$ cat src/rtl/core_pkg.sv
// ----------------------------------------------------------------------------
// core_pkg
//
// Shared definitions for the RV32 core pipeline stages.
//
// Contents:
//   XLEN       - datapath / register width
//   REG_IDX_W  - architectural register index width
//   wb_sel_e   - writeback source selector encoding
//   pc_plus4   - link-address helper (wraps modulo 2^XLEN)
// ----------------------------------------------------------------------------
package core_pkg;

    localparam int XLEN      = 32;
    localparam int REG_IDX_W = 5;

    typedef enum logic [1:0] {
        WB_SEL_ALU = 2'b00,
        WB_SEL_MEM = 2'b01,
        WB_SEL_PC4 = 2'b10,
        WB_SEL_IMM = 2'b11
    } wb_sel_e;

    // Link address of a retiring jump; the carry out is deliberately dropped
    // so that a pc at the top of the address space wraps to zero.
    function automatic logic [XLEN-1:0] pc_plus4(input logic [XLEN-1:0] pc);
        return pc + XLEN'(4);
    endfunction

endpackage : core_pkg

$ cat src/rtl/regfile_2r1w.sv
// ----------------------------------------------------------------------------
// regfile_2r1w
//
// Architectural register storage: REG_NUM entries of XLEN bits, one
// synchronous write port and two raw combinational read ports. Entry 0 is
// hard-wired to zero and has no storage; writes addressed to it are ignored.
// All entries clear asynchronously while rst is low.
//
// Ports:
//   clk             - clock, writes land on posedge
//   rst             - asynchronous reset, active low
//   we_i            - write enable
//   waddr_i/wdata_i - write index / data
//   raddr1_i/raddr2_i - read indices
//   rdata1_o/rdata2_o - raw array contents (no forwarding)
// ----------------------------------------------------------------------------
module regfile_2r1w #(
    parameter int XLEN    = 32,
    parameter int REG_NUM = 32,
    parameter int IDX_W   = $clog2(REG_NUM)
) (
    input  logic             clk,
    input  logic             rst,
    input  logic             we_i,
    input  logic [IDX_W-1:0] waddr_i,
    input  logic [XLEN-1:0]  wdata_i,
    input  logic [IDX_W-1:0] raddr1_i,
    input  logic [IDX_W-1:0] raddr2_i,
    output logic [XLEN-1:0]  rdata1_o,
    output logic [XLEN-1:0]  rdata2_o
);

    // Flattened view of every entry so the read muxes can use a variable
    // part-select; each entry drives its own disjoint slice.
    logic [REG_NUM*XLEN-1:0] regs_flat;

    genvar gi;
    generate
        for (gi = 0; gi < REG_NUM; gi++) begin : g_entry
            if (gi == 0) begin : g_zero
                assign regs_flat[gi*XLEN +: XLEN] = '0;
            end else begin : g_store
                logic [XLEN-1:0] entry_q;
                logic [XLEN-1:0] entry_d;

                always_comb begin
                    entry_d = entry_q;
                    if (we_i && (waddr_i == IDX_W'(gi))) begin
                        entry_d = wdata_i;
                    end
                end

                always_ff @(posedge clk or negedge rst) begin
                    if (!rst) begin
                        entry_q <= '0;
                    end else begin
                        entry_q <= entry_d;
                    end
                end

                assign regs_flat[gi*XLEN +: XLEN] = entry_q;
            end
        end
    endgenerate

    assign rdata1_o = regs_flat[raddr1_i*XLEN +: XLEN];
    assign rdata2_o = regs_flat[raddr2_i*XLEN +: XLEN];

endmodule : regfile_2r1w

$ cat src/rtl/wb_regfile_stage.sv
// ----------------------------------------------------------------------------
// wb_regfile_stage
//
// RV32 writeback stage. Selects the writeback value, holds it for one cycle
// in a single-entry writeback buffer (breaking the path from the memory read
// data into the register array), commits it to the register file on the
// following edge, and serves two combinational read ports that forward from
// the buffered entry.
//
// Optional build macro:
//   WB_PERF_CNT_EN - when defined, builds 64-bit cycle and retired-instruction
//                    counters; when undefined both counter ports read zero.
//
// Ports:
//   clk, rst                    - clock; asynchronous active-low reset
//   wb_valid_i, rd_we_i         - instruction retires / writes rd
//   rd_addr_i, wb_sel_i         - destination index, writeback source
//   alu_result_i, mem_read_data_i, pc_i, imm_i - candidate writeback values
//   rs1_addr_i/rs2_addr_i       - read indices
//   rs1_data_o/rs2_data_o       - forwarded read data
//   commit_valid_o/rd_o/data_o  - buffered entry being written to the array
//   cycle_cnt_o, instret_cnt_o  - performance counters
// ----------------------------------------------------------------------------
module wb_regfile_stage
    import core_pkg::*;
#(
    parameter int XLEN    = core_pkg::XLEN,
    parameter int REG_NUM = 32
) (
    input  logic                 clk,
    input  logic                 rst,
    input  logic                 wb_valid_i,
    input  logic                 rd_we_i,
    input  logic [REG_IDX_W-1:0] rd_addr_i,
    input  logic [1:0]           wb_sel_i,
    input  logic [XLEN-1:0]      alu_result_i,
    input  logic [XLEN-1:0]      mem_read_data_i,
    input  logic [XLEN-1:0]      pc_i,
    input  logic [XLEN-1:0]      imm_i,
    input  logic [REG_IDX_W-1:0] rs1_addr_i,
    input  logic [REG_IDX_W-1:0] rs2_addr_i,
    output logic [XLEN-1:0]      rs1_data_o,
    output logic [XLEN-1:0]      rs2_data_o,
    output logic                 commit_valid_o,
    output logic [REG_IDX_W-1:0] commit_rd_o,
    output logic [XLEN-1:0]      commit_data_o,
    output logic [63:0]          cycle_cnt_o,
    output logic [63:0]          instret_cnt_o
);

    localparam int IDX_W = $clog2(REG_NUM);

    // ------------------------------------------------------------------
    // Writeback value selection
    // ------------------------------------------------------------------
    logic [XLEN-1:0] wb_data;

    always_comb begin
        wb_data = alu_result_i;
        case (wb_sel_e'(wb_sel_i))
            WB_SEL_ALU: wb_data = alu_result_i;
            WB_SEL_MEM: wb_data = mem_read_data_i;
            WB_SEL_PC4: wb_data = pc_i + XLEN'(4);
            WB_SEL_IMM: wb_data = imm_i;
            default:    wb_data = alu_result_i;
        endcase
    end

    // ------------------------------------------------------------------
    // Writeback buffer
    // ------------------------------------------------------------------
    logic                 pend_valid_q, pend_valid_d;
    logic [REG_IDX_W-1:0] pend_rd_q,    pend_rd_d;
    logic [XLEN-1:0]      pend_data_q,  pend_data_d;

    always_comb begin
        // Writes to x0 never enter the buffer, so the array never sees them
        // and forwarding never has to special-case rd = 0.
        pend_valid_d = wb_valid_i & rd_we_i & (rd_addr_i != '0);
        pend_rd_d    = pend_rd_q;
        pend_data_d  = pend_data_q;
        if (wb_valid_i) begin
            pend_rd_d   = rd_addr_i;
            pend_data_d = wb_data;
        end
    end

    always_ff @(posedge clk or negedge rst) begin
        if (!rst) begin
            pend_valid_q <= 1'b0;
            pend_rd_q    <= '0;
            pend_data_q  <= '0;
        end else begin
            pend_valid_q <= pend_valid_d;
            pend_rd_q    <= pend_rd_d;
            pend_data_q  <= pend_data_d;
        end
    end

    assign commit_valid_o = pend_valid_q;
    assign commit_rd_o    = pend_rd_q;
    assign commit_data_o  = pend_data_q;

    // ------------------------------------------------------------------
    // Register array; the buffered entry commits on the same edge that a
    // new entry is captured, so the array is always one write behind.
    // ------------------------------------------------------------------
    logic [XLEN-1:0] rf_rdata1;
    logic [XLEN-1:0] rf_rdata2;

    regfile_2r1w #(
        .XLEN    (XLEN),
        .REG_NUM (REG_NUM),
        .IDX_W   (IDX_W)
    ) u_regfile (
        .clk      (clk),
        .rst      (rst),
        .we_i     (pend_valid_q),
        .waddr_i  (IDX_W'(pend_rd_q)),
        .wdata_i  (pend_data_q),
        .raddr1_i (IDX_W'(rs1_addr_i)),
        .raddr2_i (IDX_W'(rs2_addr_i)),
        .rdata1_o (rf_rdata1),
        .rdata2_o (rf_rdata2)
    );

    // ------------------------------------------------------------------
    // Read ports with forwarding from the buffered entry. The buffer holds
    // the youngest write, so it must win over the array.
    // ------------------------------------------------------------------
    logic [1:0][REG_IDX_W-1:0] rd_idx;
    logic [1:0][XLEN-1:0]      rd_raw;
    logic [1:0][XLEN-1:0]      rd_out;

    assign rd_idx[0] = rs1_addr_i;
    assign rd_idx[1] = rs2_addr_i;
    assign rd_raw[0] = rf_rdata1;
    assign rd_raw[1] = rf_rdata2;

    genvar gi;
    generate
        for (gi = 0; gi < 2; gi++) begin : g_rport
            always_comb begin
                rd_out[gi] = '0;
                if (rd_idx[gi] != '0) begin
                    if (pend_valid_q && (pend_rd_q == rd_idx[gi])) begin
                        rd_out[gi] = pend_data_q;
                    end else begin
                        rd_out[gi] = rd_raw[gi];
                    end
                end
            end
        end
    endgenerate

    assign rs1_data_o = rd_out[0];
    assign rs2_data_o = rd_out[1];

    // ------------------------------------------------------------------
    // Performance counters
    // ------------------------------------------------------------------
`ifdef WB_PERF_CNT_EN
    logic [63:0] cycle_cnt_q,   cycle_cnt_d;
    logic [63:0] instret_cnt_q, instret_cnt_d;

    always_comb begin
        cycle_cnt_d   = cycle_cnt_q + 64'd1;
        // Every retiring instruction counts, including stores and branches
        // that never reach the buffer.
        instret_cnt_d = instret_cnt_q + (wb_valid_i ? 64'd1 : 64'd0);
    end

    always_ff @(posedge clk or negedge rst) begin
        if (!rst) begin
            cycle_cnt_q   <= '0;
            instret_cnt_q <= '0;
        end else begin
            cycle_cnt_q   <= cycle_cnt_d;
            instret_cnt_q <= instret_cnt_d;
        end
    end

    assign cycle_cnt_o   = cycle_cnt_q;
    assign instret_cnt_o = instret_cnt_q;
`else
    assign cycle_cnt_o   = '0;
    assign instret_cnt_o = '0;
`endif

endmodule : wb_regfile_stage

$ cat config.mk
export PLATFORM = sky130hd
export DESIGN_NAME = wb_regfile_stage
export DESIGN_NICKNAME = d
export VERILOG_FILES = /design/src/rtl/core_pkg.sv /design/src/rtl/regfile_2r1w.sv /design/src/rtl/wb_regfile_stage.sv
export SDC_FILE = /design/constraint.sdc
export NUM_CORES = 2
export LEC_CHECK = 0
export CORE_ASPECT_RATIO = 0.7
export CORE_MARGIN = 1
export CORE_UTILIZATION = 35
export DETAILED_ROUTE_END_ITERATION = 16
export PLACE_DENSITY = 0.51
export SLEW_MARGIN = 20
export SYNTH_ARGS = -nofsm -noshare
export SYNTH_HDL_FRONTEND = slang
export SYNTH_HIERARCHICAL = 1
export SYNTH_SLANG_ARGS = --single-unit
$ cat constraint.sdc
create_clock -name clk -period 6.3 [get_ports clk]
set_input_delay 0.945 -clock clk [delete_from_list [all_inputs] [get_ports clk]]
set_output_delay 0.945 -clock clk [all_outputs]
set_load 0.01 [all_outputs]
==> run_summary.xml <==
<?xml version="1.0" encoding="UTF-8"?>
<metrics>
  <group name="setup_path">
    <metric name="crit_slowest_cell" unit="">sky130_fd_sc_hd__buf_8</metric>
    <metric name="worst_path_most_repeated_cell" unit="">sky130_fd_sc_hd__mux4_2</metric>
    <metric name="timing.setup.critical_path_class" unit="">in2out</metric>
    <metric name="critical_path_required" unit="ps">5350</metric>
    <metric name="cp_cell_sequence" unit="">buf_8, buf_12, mux4_2, mux4_2, mux2_2, mux2i_1, nor2_1, clkdlybuf4s50_1</metric>
    <metric name="path_max_fanout" unit="">63</metric>
    <metric name="critical_path.max_stage_delay" unit="ps">630</metric>
    <metric name="arrival" unit="ps">4350</metric>
    <metric name="end_kind" unit="">output pin</metric>
    <metric name="start_kind" unit="">input pin</metric>
  </group>
  <group name="drt">
    <metric name="route.final.wire_length" unit="µm">207000</metric>
    <metric name="drc" unit="">0</metric>
    <metric name="ant_nets" unit="">0</metric>
    <metric name="dr_total_vias" unit="">37700</metric>
    <metric name="drt_pass1_iterations" unit="">5</metric>
    <metric name="detail_route.iter0.violations" unit="">3130</metric>
    <metric name="wl_per_cell" unit="µm">32.2</metric>
    <metric name="drt-vias-per-instance" unit="">5.86</metric>
  </group>
  <group name="sta">
    <metric name="worst_slack" unit="ps">1000</metric>
    <metric name="drv_slew" unit="">0</metric>
    <metric name="layout_worst_path_cycle_share" unit="%">84.1</metric>
    <metric name="max_freq" unit="MHz">189</metric>
    <metric name="setup_failing_eps_final" unit="">0</metric>
    <metric name="rsz0062_at_grt" unit="">no</metric>
    <metric name="final.setup_skew" unit="ps">30.7</metric>
    <metric name="finalWorstPathRequiredPeriod" unit="ps">5300</metric>
    <metric name="relSlewSlack" unit="%">21.1</metric>
    <metric name="max_slew.worst_pin.slew" unit="ps">1180</metric>
    <metric name="final.setup.tns" unit="ps">0</metric>
    <metric name="report.final.hold_viol_count" unit="">0</metric>
  </group>
  <group name="grt">
    <metric name="groute.usage.overall" unit="%">24.8</metric>
    <metric name="first_global_vias" unit="">38100</metric>
    <metric name="antenna_found_initial" unit="">11</metric>
    <metric name="global_route_wire_length_before_repair" unit="µm">296000</metric>
    <metric name="grt_start_max_net_pins" unit="">177</metric>
    <metric name="gr_ovfl_total" unit="">0</metric>
  </group>
  <group name="placement">
    <metric name="numPortBuffers" unit="">250</metric>
    <metric name="hpwlAfterDp" unit="µm">127000</metric>
    <metric name="place_ws" unit="ps">995</metric>
    <metric name="globalplace.congestion" unit="">0.797</metric>
  </group>
  <group name="clock_network">
    <metric name="cts_hold_repair.buffers" unit="">0</metric>
    <metric name="tritoncts.num_buffers" unit="">108</metric>
    <metric name="cts_tree" unit="">done</metric>
    <metric name="clock_insertion_delay_worst_skew" unit="ps">750</metric>
    <metric name="cts.reportedPaths.clkPinSlew" unit="ps">60</metric>
    <metric name="ctsLongestPathBuffers" unit="">3</metric>
    <metric name="clock_sinks" unit="">1030</metric>
    <metric name="clock_tree.htree_level_count" unit="">3</metric>
    <metric name="postcts_setup_bufs" unit="">0</metric>
    <metric name="clk_root_buffer_cell" unit="">sky130_fd_sc_hd__clkbuf_16</metric>
    <metric name="cts.repair.resized" unit="">0</metric>
  </group>
  <group name="power_and_ir_drop">
    <metric name="cellLeakagePower" unit="µW">0.0289</metric>
    <metric name="peakVddDrop" unit="V">0.000206</metric>
    <metric name="internal_power" unit="µW">15600</metric>
    <metric name="share_comb_of_total_power" unit="%">25.2</metric>
    <metric name="power.sequential.fraction" unit="%">42.9</metric>
    <metric name="p_sw_share" unit="%">29.1</metric>
    <metric name="clkPwrFrac" unit="%">31.9</metric>
    <metric name="power_per_standard_cell_area" unit="mW/mm²">331</metric>
    <metric name="power.switching" unit="µW">6400</metric>
  </group>
  <group name="yosys">
    <metric name="syn-mean-instance-area" unit="µm²">14.4</metric>
    <metric name="synth.ff_latch_count" unit="">1030</metric>
    <metric name="netlist.area_leader.share" unit="%">44.6</metric>
    <metric name="post_synth_most_frequent_cells" unit="">1087 x sky130_fd_sc_hd__mux2_2, 1030 x sky130_fd_sc_hd__dfrtp_1, 485 x sky130_fd_sc_hd__mux4_2, 238 x sky130_fd_sc_hd__clkbuf_1, 153 x sky130_fd_sc_hd__buf_4</metric>
    <metric name="synth.top_cells.by_area" unit="">sky130_fd_sc_hd__dfrtp_1 45%, sky130_fd_sc_hd__mux2_2 21%, sky130_fd_sc_hd__mux4_2 19%</metric>
    <metric name="ys_seq_area_share" unit="%">44.6</metric>
    <metric name="ys_async_sr_fraction" unit="%">100</metric>
    <metric name="synthesis.area" unit="mm²">0.0578</metric>
    <metric name="post-synth-top-count-cell" unit="">sky130_fd_sc_hd__mux2_2</metric>
    <metric name="synth.largest_area_cell" unit="">sky130_fd_sc_hd__dfrtp_1</metric>
    <metric name="synth_edf_count" unit="">0</metric>
    <metric name="synth_warnings" unit="">6</metric>
    <metric name="post_synth_inst_count" unit="">4015</metric>
    <metric name="synth_cell_types" unit="">57</metric>
    <metric name="synth_top_flop_cell" unit="">sky130_fd_sc_hd__dfrtp_1</metric>
  </group>
  <group name="outcome">
    <metric name="result_of_the_run" unit="">finished, final reports clean</metric>
  </group>
  <group name="layout">
    <metric name="syn2layout_area_growth" unit="%">15.0</metric>
    <metric name="final_nets" unit="">4278</metric>
    <metric name="share_of_post_route_cells_with_drive_strength_above_1" unit="%">47.4</metric>
  </group>
  <group name="worst_hold_path">
    <metric name="timing.hold.worst.class" unit="">in2async</metric>
  </group>
  <group name="floorplanning">
    <metric name="fp.coreArea" unit="mm²">0.164</metric>
    <metric name="die_y" unit="µm">342</metric>
    <metric name="design.portCount" unit="">379</metric>
    <metric name="die_area" unit="mm²">0.167</metric>
    <metric name="row_count" unit="">124</metric>
    <metric name="chipWidth" unit="µm">488</metric>
    <metric name="floorplan.initialDensity" unit="%">35.3</metric>
  </group>
  <group name="flow_run">
    <metric name="maxCapViolCount" unit="">0</metric>
  </group>
</metrics>
critical path, delay by kind of cell:
kind / cells / cell delay (ps)
mux: 4 / 1530
buf+inv: 3 / 1560
simple gates: 1 / 170
path summary, 6_finish.rpt:
kind	start	to	slack, ps	cells past startpoint
worst max-delay path	rs2_addr_i[0]	rs2_data_o[21]	1000	8
worst min-delay path	rst	u_regfile/g_entry[8].g_store.entry_q[26]$_DFFE_PN0P_	240	1
worst min register to register	u_regfile/g_entry[11].g_store.entry_q[18]$_DFFE_PN0P_	u_regfile/g_entry[11].g_store.entry_q[18]$_DFFE_PN0P_	510	1
max in group asynchronous	rst	u_regfile/g_entry[13].g_store.entry_q[29]$_DFFE_PN0P_	4560	3
min in group clk	u_regfile/g_entry[11].g_store.entry_q[18]$_DFFE_PN0P_	u_regfile/g_entry[11].g_store.entry_q[18]$_DFFE_PN0P_	510	1
worst max register to register	commit_valid_o$_DFF_PN0_	u_regfile/g_entry[11].g_store.entry_q[8]$_DFFE_PN0P_	2500	5
registers in the layout, summed over array words and instances, names as in the netlist:
| register | count |
|---|---|
| u_regfile/g_entry.g_store.entry_q | 992 |
| commit_data_o | 32 |
| commit_rd_o | 5 |
| commit_valid_o | 1 |
per-layer routing:
layer | vias to the layer above | GRT usage [%] | wire [µm]
li1 | 15400 | - | -
met1 | 20700 | 36.4 | 95800
met2 | 1292 | 37.3 | 92000
met3 | 266 | 5.13 | 14100
met4 | 2 | 6.00 | 4940
met5 | - | 0 | 19
power groups by stage:
| stage | logic (µW) | registers (µW) | clock network (µW) |
|---|---|---|---|
| floorplan | 3970 | 9080 | 0 |
| global placement | 5460 | 9480 | 0 |
| detailed placement | 5540 | 9510 | 0 |
| CTS | 5560 | 9400 | 7180 |
| global route | 5910 | 9660 | 7430 |
| finish | 5530 | 9440 | 7020 |
cells by family after synthesis:
group	share of synthesized area, %
DFF	44.6
buffers and inverters	4.92
and+or+nand+nor	2.68
muxes	43.1
AOI/OAI and AO/OA	4.27
xor gates and xnor gates	0.485
adders and majority gates	0.0216
other	0.00648
cell usage in the layout, fill, tap and decap left out, types with 32 or more instances in the layout:
master                            netlist  routed
sky130_fd_sc_hd__o22ai_1               44      44
sky130_fd_sc_hd__o31ai_1               32      32
sky130_fd_sc_hd__o21ai_0               47      47
sky130_fd_sc_hd__dfrtp_1             1030    1030
sky130_fd_sc_hd__mux4_2               485     485
sky130_fd_sc_hd__nand2_1              103      91
sky130_fd_sc_hd__mux2_2              1087    1087
sky130_fd_sc_hd__and3_1                42      40
sky130_fd_sc_hd__a22o_1               128     128
sky130_fd_sc_hd__nor2_1                94      79
sky130_fd_sc_hd__a211oi_1              32      32
sky130_fd_sc_hd__clkbuf_16              0     110
sky130_fd_sc_hd__buf_4                153     151
sky130_fd_sc_hd__conb_1                 1     128
sky130_fd_sc_hd__clkdlybuf4s50_1        0     237
sky130_fd_sc_hd__mux2i_1              144     144
through the flow:
| stage | hold WS (ps) | instances | total power [µW] | cell area (µm²) | util, % |
|---|---|---|---|---|---|
| floorplan | 470 | 4142 | 13000 | 58300 | - |
| global placement | 490 | 6223 | 14900 | 62700 | 38.3 |
| detailed placement | 495 | 6223 | 15000 | 62700 | 38.3 |
| CTS | 224 | 6422 | 22100 | 66500 | 40.6 |
| global route | 248 | 6423 | 23000 | 66500 | 40.6 |
| finish | 239 | 6423 | 22000 | 66500 | 40.6 |
area by class of cell:
type,instances,area (µm²)
diodes,1,2.50
clock buffers,152,3170
clock inverters,47,668
fillers,15100,97200
inverters,13,51.3
multi-input cells,2551,29900
flip-flops and latches,1030,25800
well taps,2205,2760
repair buffers,424,4160
Power figures use the tool's default switching activity.
